File: src/rtl/fsm_serial_tx.sv
// Byte-wide to serial transmitter: start bit, 8 data bits LSB first, optional even parity, 1 or 2 stop bits.
// Define FSM_SERIAL_TX_PARITY_EN to insert the even-parity bit between the data bits and the stop bits.
module fsm_serial_tx #(
    parameter int unsigned CLKS_PER_BIT = 1,
    parameter int unsigned STOP_BITS    = 1
) (
    input  logic       clk,
    input  logic       reset,
    input  logic [7:0] din,
    input  logic       din_valid,
    output logic       din_ready,
    output logic       dout,
    output logic       busy,
    output logic       frame_done
);

`ifdef FSM_SERIAL_TX_PARITY_EN
    typedef enum logic [2:0] {
        IDLE   = 3'd0,
        START  = 3'd1,
        DATA   = 3'd2,
        PARITY = 3'd3,
        STOP   = 3'd4
    } state_t;
`else
    typedef enum logic [2:0] {
        IDLE  = 3'd0,
        START = 3'd1,
        DATA  = 3'd2,
        STOP  = 3'd4
    } state_t;
`endif

    localparam logic [15:0] CNT_RELOAD = 16'(CLKS_PER_BIT - 1);
    localparam logic        STOP_LAST  = 1'(STOP_BITS - 1);

    state_t      state_q, state_d;
    logic [15:0] cnt_q, cnt_d;
    logic [2:0]  bitIdx_q, bitIdx_d;
    logic        stopIdx_q, stopIdx_d;
    logic [7:0]  shift_q, shift_d;
    logic        dout_q, dout_d;

    logic bitEnd;
    logic lastStop;
    logic accept;

    assign bitEnd     = (cnt_q == 16'd0);
    assign lastStop   = (state_q == STOP) && bitEnd && (stopIdx_q == STOP_LAST);
    assign din_ready  = (state_q == IDLE) || lastStop;
    assign accept     = din_valid && din_ready;
    assign busy       = (state_q != IDLE);
    assign frame_done = lastStop;
    assign dout       = dout_q;

    always_ff @(posedge clk) begin
        if (!reset) begin
            state_q   <= IDLE;
            cnt_q     <= 16'd0;
            bitIdx_q  <= 3'd0;
            stopIdx_q <= 1'b0;
            shift_q   <= 8'd0;
            dout_q    <= 1'b1;
        end else begin
            state_q   <= state_d;
            cnt_q     <= cnt_d;
            bitIdx_q  <= bitIdx_d;
            stopIdx_q <= stopIdx_d;
            shift_q   <= shift_d;
            dout_q    <= dout_d;
        end
    end

    // dout is registered, so each branch computes the line level for the bit that starts next cycle.
    always_comb begin
        state_d   = state_q;
        cnt_d     = cnt_q;
        bitIdx_d  = bitIdx_q;
        stopIdx_d = stopIdx_q;
        shift_d   = shift_q;
        dout_d    = dout_q;

        case (state_q)
            IDLE: begin
                dout_d = 1'b1;
            end
            START: begin
                if (bitEnd) begin
                    state_d  = DATA;
                    cnt_d    = CNT_RELOAD;
                    bitIdx_d = 3'd0;
                    dout_d   = shift_q[0];
                end else begin
                    cnt_d = cnt_q - 16'd1;
                end
            end
            DATA: begin
                if (bitEnd) begin
                    cnt_d = CNT_RELOAD;
                    if (bitIdx_q == 3'd7) begin
`ifdef FSM_SERIAL_TX_PARITY_EN
                        state_d = PARITY;
                        dout_d  = ^shift_q;
`else
                        state_d   = STOP;
                        stopIdx_d = 1'b0;
                        dout_d    = 1'b1;
`endif
                    end else begin
                        bitIdx_d = bitIdx_q + 3'd1;
                        dout_d   = shift_q[bitIdx_q + 3'd1];
                    end
                end else begin
                    cnt_d = cnt_q - 16'd1;
                end
            end
`ifdef FSM_SERIAL_TX_PARITY_EN
            PARITY: begin
                if (bitEnd) begin
                    state_d   = STOP;
                    cnt_d     = CNT_RELOAD;
                    stopIdx_d = 1'b0;
                    dout_d    = 1'b1;
                end else begin
                    cnt_d = cnt_q - 16'd1;
                end
            end
`endif
            STOP: begin
                dout_d = 1'b1;
                if (bitEnd) begin
                    cnt_d = CNT_RELOAD;
                    if (stopIdx_q == STOP_LAST) begin
                        state_d = IDLE;
                    end else begin
                        stopIdx_d = stopIdx_q + 1'b1;
                    end
                end else begin
                    cnt_d = cnt_q - 16'd1;
                end
            end
            default: begin
                state_d = IDLE;
                dout_d  = 1'b1;
            end
        endcase

        // A handshake can only happen in IDLE or the last stop cycle; either way the next frame starts at once.
        if (accept) begin
            state_d   = START;
            cnt_d     = CNT_RELOAD;
            bitIdx_d  = 3'd0;
            stopIdx_d = 1'b0;
            shift_d   = din;
            dout_d    = 1'b0;
        end
    end

endmodule

File: config.mk
export PLATFORM = sky130hd
export DESIGN_NAME = fsm_serial_tx
export DESIGN_NICKNAME = d
export VERILOG_FILES = /design/src/rtl/fsm_serial_tx.sv
export SDC_FILE = /design/constraint.sdc
export NUM_CORES = 1
export LEC_CHECK = 0
export BUFFER_PORTS_ARGS = -buffer_cell sky130_fd_sc_hd__buf_2
export CAP_MARGIN = 20
export CORE_UTILIZATION = 45
export CTS_CLUSTER_DIAMETER = 50
export DETAILED_ROUTE_END_ITERATION = 8
export HOLD_SLACK_MARGIN = 0.05
export MAX_ROUTING_LAYER = met4
export PLACE_DENSITY_LB_ADDON = 0.05
export RECOVER_POWER = 25
export SYNTH_ARGS = -nofsm -noshare
export SYNTH_HDL_FRONTEND = slang
export SYNTH_SLANG_ARGS = --single-unit
File: constraint.sdc
create_clock -name clk -period 2.82 [get_ports clk]
set_input_delay 0.564 -clock clk [delete_from_list [all_inputs] [get_ports clk]]
set_output_delay 0.564 -clock clk [all_outputs]
set_load 0.02 [all_outputs]
==> results of run 1 <==
==> power by group through the flow <==
| stage | registers, mW | logic, mW | clock network, mW |
|---|---|---|---|
| 2_1_floorplan | 0.582 | 0.762 | 0 |
| 3_3_place_gp | 0.618 | 0.887 | 0 |
| 3_5_place_dp | 0.622 | 0.901 | 0 |
| 4_1_cts | 0.612 | 0.908 | 0.277 |
| 5_1_grt | 0.626 | 0.999 | 0.295 |
| 6_report | 0.613 | 0.896 | 0.271 |
==> kinds of logic (layout without fill, tap and decap cells) <==
family | after synthesis | in the layout | synth area share, %
xor+xnor | 15 | 15 | 8.14
compound gates | 42 | 42 | 17.3
flops | 31 | 31 | 38.4
simple gates | 74 | 74 | 25.5
buf+inv | 15 | 30 | 4.19
fa+ha+maj | 4 | 4 | 3.10
mux | 4 | 4 | 3.33
==> Yosys cell counts (all sizes together) (2+ instances only) <==
library cell  number
nand2b             3
a21oi             14
o2111ai            2
clkbuf             5
o311ai             2
mux2i              2
nor2              22
o211ai             2
nor4               5
nor3               9
o21ai             12
or2                2
inv                5
a31oi              3
buf                4
and2               3
dfxtp             31
nand2              6
xnor2             13
or3                6
or4                3
ha                 4
nand3             10
xor2               2
==> layout make-up <==
type / count / area, sq um / area share (%)
inverters: 6 / 22.5 / 1.27
repair buffers: 17 / 90.1 / 5.08
well taps: 46 / 57.6 / 3.25
clock inverters: 1 / 5.00 / 0.282
multi-input cells: 139 / 926 / 52.2
clock buffers: 6 / 51.3 / 2.89
flip-flops and latches: 31 / 621 / 35.0
==> cells in the final DEF (no fill, tap or decap), types with 4 or more instances in the layout <==
cell and instances:
sky130_fd_sc_hd__o21ai_0 11, sky130_fd_sc_hd__nor2_1 22, sky130_fd_sc_hd__inv_1 5, sky130_fd_sc_hd__or3_1 6, sky130_fd_sc_hd__clkbuf_4 5, sky130_fd_sc_hd__nor3_1 9, sky130_fd_sc_hd__ha_1 4, sky130_fd_sc_hd__dfxtp_1 31
sky130_fd_sc_hd__xnor2_1 13, sky130_fd_sc_hd__a21oi_1 14, sky130_fd_sc_hd__nand3_1 10, sky130_fd_sc_hd__nand2_1 6, sky130_fd_sc_hd__buf_2 12
==> layer usage <==
metal / part of all wire [%] / track usage [%] / vias to the layer above / routed length (um)
met5: 0 / - / - / 0
met4: 1.6 / 6.67 / 0 / 53
met3: 3.8 / 6.00 / 6 / 126
met2: 48 / 32.3 / 25 / 1590
met1: 47 / 26.6 / 643 / 1550
li1: - / - / 696 / -
==> sequential cells by signal, indices dropped and copies added, names as in the netlist <==
name / count
shift_q: 8
cnt_q: 16
state_q: 3
bitIdx_q: 3
dout: 1
==> final timing paths <==
| check | from | endpoint | slack (ps) | depth (start not counted) |
|---|---|---|---|---|
| max | cnt_q[8]$_SDFFE_PP0P_ | frame_done | 150 | 5 |
| max reg2reg | cnt_q[8]$_SDFFE_PP0P_ | cnt_q[14]$_SDFFE_PP0P_ | 460 | 6 |
| min | cnt_q[1]$_SDFFE_PP0P_ | cnt_q[1]$_SDFFE_PP0P_ | 460 | 2 |
| min reg2reg | cnt_q[1]$_SDFFE_PP0P_ | cnt_q[1]$_SDFFE_PP0P_ | 460 | 2 |
==> worst max-delay path, stage by stage (launching register included) <==
cell and delay (ps):
sky130_fd_sc_hd__dfxtp_1 360, sky130_fd_sc_hd__or4_1 630, sky130_fd_sc_hd__nor4_4 220, sky130_fd_sc_hd__buf_4 200
sky130_fd_sc_hd__and3_1 180, sky130_fd_sc_hd__buf_2 170
==> through the flow <==
stage | std cells | hold slack, ps | cell area [sq um]
final | 246 | 463 | 1770
after global routing | 246 | 465 | 1770
after CTS | 246 | 460 | 1780
after detailed placement | 239 | 452 | 1720
after global placement | 239 | 449 | 1720
after floorplan | 185 | 436 | 1610
==> flow_summary.toml, run 1 <==
[sta]
hold_viol_final = 0
setup-violations-final = 0
timing_worst_slew_pin_value_ps = 658
post_route_clock_period_utilization_pct = 94.8
timing.final.crit_period_ps = 2670
maxSlewHeadroom_pct = 55.9
fin_setup_tns_ps = 0
timing.final.max_slew_violations = 0
finalClockSkew_ps = 14.3
rsz_0062_raised_after_global_routing = "false"
fin_ws_ps = 146
fmaxAchievable_ghz = 0.374

[synthesis]
yosys-top-cells-area = "sky130_fd_sc_hd__dfxtp_1, sky130_fd_sc_hd__xnor2_1, sky130_fd_sc_hd__nor2_1, sky130_fd_sc_hd__a21oi_1, sky130_fd_sc_hd__o21ai_0"
synth_seq_cells = 31
synth-edff-count = 0
synth-seq-area-share_pct = 38.4
synth_top_cell_area_share_pct = 38.4
synthesized_netlist_cell_count = 185
synth.yosys.warnings = 0
yosysUniqueCellTypes = 46
synth_fp_nets = 200
yosys_most_used_dff = "sky130_fd_sc_hd__dfxtp_1"
post_synthesis_async_set_or_reset_flop_share_pct = 0
netlist.top_cell.by_area = "sky130_fd_sc_hd__dfxtp_1"
syn-cell-area_sq_um = 1610
synth.avg_cell_area_sq_um = 8.72

[placement]
numPortBuffers = 14
routabilityCongestion = 0.816
place.detailed.hpwl_um = 2380
preCtsSetupSlack_ps = 475

[pwr]
leakage_nw = 0.657
irDropWorstVdd_uv = 366
totalPowerFinal_mw = 1.78
net_switching_power_of_the_design_uw = 766
power_density_over_the_cells_nw_per_um2 = 1000
clock_power_share_pct = 15.2
p_sw_share_pct = 43.0
seq_power_share_pct = 34.4
share_comb_of_total_power_pct = 50.3
power.internal_mw = 1.01

[floorplan]
die_w_um = 61.9
fp.dieArea_sq_um = 3830
initial_utilization_pct = 47.6
row_count = 21
io_pins = 15
die_h_um = 61.9
core_footprint_sq_um = 3390

[setup_path]
critical_path_peak_fanout = 8
cp-start-kind = "flip-flop"
criticalPathCategory = "reg -> out"
cp-end-kind = "output pin"
worst-endpoint-required_ps = 2260
critical_path_arrival_ps = 2110

[drt]
wl_per_cell_um = 13.5
drt-initial-drc-count = 64
route.detailed.vias_per_inst = 5.57
drcViolationCount = 0
drt_wl_total_um = 3320
initial_drt_pass_iterations = 4
vias = 1370
drtAntennaViolNets = 0

[clock_network]
tritoncts_clock_tree = "yes"
numClockSinks = 31
holdBufCountCts = 0
clock_tree.buffer_depth = 2
postCtsResizedCells = 0
insertion_delay_ps = 340
cts-buffers-inserted = 5
post-cts-setup-buffers = 0
h-tree-depth = 2
path_clk_slew_ps = 100
ctsRootBufferMaster = "sky130_fd_sc_hd__clkbuf_4"

[global_route]
grt.overflow.total = 0
vias_in_the_first_global_route = 1238
largest_net_degree_at_the_start_of_global_routing = 15
antenna_found_initial = 0
grt.total_usage_pct = 21.0
grt_first_pass_wirelength_um = 5690

[cells_and_area]
drive_gt1_share_pct = 15.5
layout.nets = 215
finish.utilization_pct = 52.3
num_antenna_cells = 0
fill_cells = 340
syn_to_final_growth_pct = 9.84

[outcome]
run_status = "completed"

[hold_path]
min_path_type = "reg -> reg"

[flow_run]
max-cap-violations = 0
Note: power is estimated with default switching activity, not from simulation.
==> run 2, diff against run 1 <==
- clock period: 2.82 -> 3.1 ns (I/O delays scaled with it)
==> run 2 against run 1 <==
Largest power group unchanged; highest routed layer unchanged; utilization rose by 0.33 points; clock power shrank 11%; worst hold slack better by 5.1 ps; global-route usage is 0.28 points higher; critical path type unchanged; sequential power down 9.0%; die area unchanged; via count is 0.44% higher; wire length grew 6.3%; first-iteration DRC count rose by 20%; sequential share of layout area is 0.22 points lower.
==> flow_summary.toml, run 2 (synthesized netlist as in run 1, its figures left out) <==
[setup_path]
timing.reg2reg.setup_slack_ps = 770
largest_stage_delay_worst_path_ps = 620
critical_path_arrival_ps = 2220
critical-path-slowest-cell = "sky130_fd_sc_hd__or4_1"
rr_endpoint = "cnt_q[13]$_SDFFE_PP0P_"
r2r_start = "cnt_q[8]$_SDFFE_PP0P_"
critical_path_peak_fanout = 12
cp-start-kind = "flip-flop"
worst-endpoint-required_ps = 2480
criticalPathCategory = "reg -> out"
crit_chain = "or4_1 > nor4_4 > buf_4 > a21boi_2 > nor3_1 > buf_2"
cp-end-kind = "output pin"
ff2ff_path_depth = 6

[placement]
place.detailed.hpwl_um = 2540
numPortBuffers = 14
routabilityCongestion = 0.758

[floorplan]
die_h_um = 61.9
row_count = 21
die_w_um = 61.9
core_footprint_sq_um = 3390
fp.dieArea_sq_um = 3830
initial_utilization_pct = 47.6
io_pins = 15

[pwr]
p_sw_share_pct = 43.4
net_switching_power_of_the_design_uw = 721
leakage_nw = 0.661
irDropWorstVdd_uv = 383
seq_power_share_pct = 33.6
power.internal_uw = 939
power_density_over_the_cells_nw_per_um2 = 930
share_comb_of_total_power_pct = 51.8
clock_power_share_pct = 14.6

[drt]
drcViolationCount = 0
drt-initial-drc-count = 77
initial_drt_pass_iterations = 4
route.detailed.vias_per_inst = 5.57
vias = 1376
drt_wl_total_um = 3530
drtAntennaViolNets = 0
wl_per_cell_um = 14.3

[cells_and_area]
registers.top_by_ff_count = "cnt_q"
number_of_flip_flops_under_the_largest_register_name = 16
num_antenna_cells = 0
final_common_cell = "sky130_fd_sc_hd__dfxtp_1"
syn_to_final_growth_pct = 10.5
drive_gt1_share_pct = 16.4
fill_cells = 333
finish.utilization_pct = 52.6
layout.cells.most_common_list = "sky130_fd_sc_hd__dfxtp_1, sky130_fd_sc_hd__nor2_1, sky130_fd_sc_hd__a21oi_1, sky130_fd_sc_hd__xnor2_1, sky130_fd_sc_hd__buf_2"
biggestRegsByFlops = "cnt_q: 16 flops, shift_q: 8 flops"
layout.nets = 216

[hold_path]
hold_end = "cnt_q[1]$_SDFFE_PP0P_"
hold_path_depth = 2
min_path_type = "reg -> reg"
worst_hold_startpoint = "cnt_q[1]$_SDFFE_PP0P_"

[sta]
timing.final.max_slew_violations = 0
timing_worst_slew_pin_value_ps = 684
hold_viol_final = 0
rsz_0062_raised_after_global_routing = "false"
fmaxAchievable_ghz = 0.353
timing.final.crit_period_ps = 2840
finalClockSkew_ps = 8.05
maxSlewHeadroom_pct = 54.4
post_route_clock_period_utilization_pct = 91.5
worst_hold_slack_ps = 468
fin_setup_tns_ps = 0
setup-violations-final = 0

[outcome]
run_status = "completed"

[clock_network]
path_clk_slew_ps = 90
insertion_delay_ps = 330
cts-buffers-inserted = 5
tritoncts_clock_tree = "yes"
h-tree-depth = 2
ctsRootBufferMaster = "sky130_fd_sc_hd__clkbuf_4"
numClockSinks = 31
clock_tree.buffer_depth = 2

[global_route]
grt_first_pass_wirelength_um = 5800
antenna_found_initial = 0
grt.overflow.total = 0
grt.total_usage_pct = 21.3
largest_net_degree_at_the_start_of_global_routing = 15
vias_in_the_first_global_route = 1243

[flow_run]
max-cap-violations = 0
run 2: cell count changes in the layout (fill, tap and decap cells not counted), sizes merged:
cell    change
clkbuf      +1
run 2: area by class of cell:
cell class	count	area, sq um	area share [%]
Clock buffer	6	51.3	2.88
Clock inverter	1	5.00	0.281
Inverter	6	22.5	1.26
Multi-Input combinational cell	139	930	52.1
Sequential cell	31	621	34.8
Tap cell	46	57.6	3.23
Timing Repair Buffer	18	97.6	5.47
run 2: through the flow:
| step | cells | setup slack [ps] | instance area (sq um) | power, mW |
|---|---|---|---|---|
| after global placement | 237 | 470 | 1700 | 1.36 |
| after detailed placement | 237 | 380 | 1700 | 1.39 |
| after global routing | 247 | 144 | 1780 | 1.78 |
| after CTS | 244 | 4.45 | 1760 | 1.63 |
| final | 247 | 263 | 1780 | 1.66 |
| after floorplan | 185 | 404 | 1610 | 1.22 |
run 2: metal layers:
layer  track usage, %  up-vias  wire (um)
met2             34.9       23       1790
met3             3.73        6        101
met4             8.57        0         40
met1             25.8      653       1600
met5                -        -          0
li1                 -      694          -
run 2: timing repair:
item,4_1_cts,5_1_grt
endpoints found under the setup margin,0,1
hold buffers,0,0
resized for setup,0,1
buffers inserted,0,3
run 2: how the worst max path moves through the flow:
stage / start / to / slack (ps)
final: cnt_q[8]$_SDFFE_PP0P_ / din_ready / 260
after global routing: cnt_q[8]$_SDFFE_PP0P_ / din_ready / 140
after CTS: cnt_q[8]$_SDFFE_PP0P_ / din_ready / 4
after detailed placement: cnt_q[8]$_SDFFE_PP0P_ / din_ready / 380
after global placement: cnt_q[8]$_SDFFE_PP0P_ / din_ready / 470
after floorplan: cnt_q[2]$_SDFFE_PP0P_ / din_ready / 400
run 2: worst max-delay path: cells and delay by family (launching register included):
family / cells / cell delay, ps
flip-flops: 1 / 360
buffers and inverters: 2 / 380
AND/OR/NAND/NOR: 3 / 1010
AO/OA/AOI/OAI: 1 / 130
run 2: power groups by stage:
| stage | clock (mW) | combinational, mW | sequential (mW) |
|---|---|---|---|
| after global routing | 0.264 | 0.945 | 0.570 |
| after detailed placement | 0 | 0.820 | 0.565 |
| after floorplan | 0 | 0.693 | 0.530 |
| final | 0.242 | 0.859 | 0.558 |
| after CTS | 0.247 | 0.829 | 0.555 |
| after global placement | 0 | 0.802 | 0.563 |
==> run 3, diff against run 2 <==
- CORE_UTILIZATION: 45 -> 60
==> run 3 against run 2 <==
Cell count is 7.3% lower; register-to-register slack lost 230 ps; clock-buffer cell count up 2; die area decreased by 24%; flip-flop and latch count unchanged; design area is 2.1% lower; maximum frequency decreased by 0.92%; wire length up 0.43%; utilization grew 17 points; clock power up 12%; largest cell class unchanged; largest power group unchanged.
==> flow_summary.toml, run 3 (synthesized netlist as in run 1, its figures left out) <==
[pwr]
leakage_nw = 0.648
power_density_over_the_cells_nw_per_um2 = 937
irDropWorstVdd_uv = 774

[flow_run]
max-cap-violations = 0

[drt]
drt-initial-drc-count = 46
wl_per_cell_um = 15.5
drt_wl_total_um = 3540
vias = 1402
drtAntennaViolNets = 0
route.detailed.vias_per_inst = 6.12
drcViolationCount = 0
initial_drt_pass_iterations = 4

[placement]
postPlaceCellArea_sq_um = 1680
routabilityCongestion = 0.889
numPortBuffers = 14
place.detailed.hpwl_um = 2380

[clock_network]
tritoncts_clock_tree = "yes"
clock_tree.buffer_depth = 2
path_clk_slew_ps = 100
postCtsResizedCells = 0
post-cts-setup-buffers = 0
cts-buffers-inserted = 5
h-tree-depth = 2
numClockSinks = 31
holdBufCountCts = 0
insertion_delay_ps = 340
ctsRootBufferMaster = "sky130_fd_sc_hd__clkbuf_4"

[global_route]
grt.total_usage_pct = 28.5
largest_net_degree_at_the_start_of_global_routing = 15
grt_first_pass_wirelength_um = 5570
antenna_found_initial = 0
vias_in_the_first_global_route = 1301
grt.overflow.total = 0

[cells_and_area]
syn_to_final_growth_pct = 8.22
number_of_flip_flops_under_the_largest_register_name = 16
num_antenna_cells = 0
biggestRegsByFlops = "cnt_q: 16 flops, shift_q: 8 flops"
final_common_cell = "sky130_fd_sc_hd__dfxtp_1"
layout.cells.most_common_list = "sky130_fd_sc_hd__dfxtp_1, sky130_fd_sc_hd__nor2_1, sky130_fd_sc_hd__a21oi_1, sky130_fd_sc_hd__xnor2_1, sky130_fd_sc_hd__buf_2"
layout.nets = 213
fill_cells = 217
drive_gt1_share_pct = 14.6
registers.top_by_ff_count = "cnt_q"
final_design_area_no_fill_sq_um = 1750
finish.utilization_pct = 69.9

[setup_path]
critical_path_peak_fanout = 9
worst-endpoint-required_ps = 2480
critical_path_arrival_ps = 2240
critical-path-slowest-cell = "sky130_fd_sc_hd__or4_4"
largest_stage_delay_worst_path_ps = 580
cp-end-kind = "output pin"
crit_chain = "or4_4 > nor4_4 > a21boi_1 > nor3_1 > buf_2"
cp-start-kind = "flip-flop"
criticalPathCategory = "reg -> out"

[floorplan]
row_count = 18
initial_utilization_pct = 64.6
fp.dieArea_sq_um = 2900
die_h_um = 53.9
die_w_um = 53.9
io_pins = 15
core_footprint_sq_um = 2500

[sta]
post_route_clock_period_utilization_pct = 92.4
maxSlewHeadroom_pct = 55.5
fmaxAchievable_ghz = 0.349
timing.final.max_slew_violations = 0
finalClockSkew_ps = 8.57
fin_setup_tns_ps = 0
hold_viol_final = 0
timing.final.crit_period_ps = 2860
setup-violations-final = 0
timing_worst_slew_pin_value_ps = 664
rsz_0062_raised_after_global_routing = "false"

[outcome]
run_status = "completed"

[hold_path]
min_path_type = "reg -> reg"
## run 3: final timing paths
path                               from                        to  slack, ps  depth (start not counted)
setup reg to reg  cnt_q[2]$_SDFFE_PP0P_  bitIdx_q[1]$_SDFFE_PP0P_        540                          6
setup / recovery  cnt_q[2]$_SDFFE_PP0P_                 din_ready        240                          5
hold reg to reg   cnt_q[0]$_SDFFE_PP0P_     cnt_q[0]$_SDFFE_PP0P_        470                          2
hold / removal    cnt_q[0]$_SDFFE_PP0P_     cnt_q[0]$_SDFFE_PP0P_        470                          2
## run 3: where the power goes
group          total (mW)  internal (mW)  switching, mW  leakage (nW)
Clock               0.272          0.133          0.138        0.0386
Sequential          0.562          0.470         0.0923         0.253
Combinational       0.803          0.326          0.477         0.357
Total                1.64          0.929          0.708         0.648
## run 3: layout make-up
cell class,count,area (sq um),share of cell area [%]
well taps,30,37.5,2.15
multi-input cells,139,926,53.0
inverters,6,22.5,1.29
flip-flops and latches,31,621,35.5
clock buffers,8,68.8,3.94
repair buffers,15,71.3,4.08
## run 3: stage by stage
step / std cells / power, mW / hold slack, ps / setup WS (ps)
floorplan: 185 / 1.22 / 436 / 404
global placement: 221 / 1.32 / 445 / 648
detailed placement: 221 / 1.36 / 459 / 633
CTS: 229 / 1.64 / 473 / 242
global route: 229 / 1.75 / 505 / 93.2
finish: 229 / 1.64 / 472 / 237
## run 3: routing by layer
metal  up-vias  track usage [%]  routed length [um]
li1        695                -                   -
met1       651             31.4                1550
met2        43             46.1                1760
met3        13             7.63                 151
met4         0             16.2                  82
met5         -                -                   0
## run 3: worst max-delay path: cells and delay by family (launching register included)
family                 cells  cell delay, ps
AO/OA/AOI/OAI              1             160
buffers and inverters      1             190
flip-flops                 1             370
AND/OR/NAND/NOR            3            1180
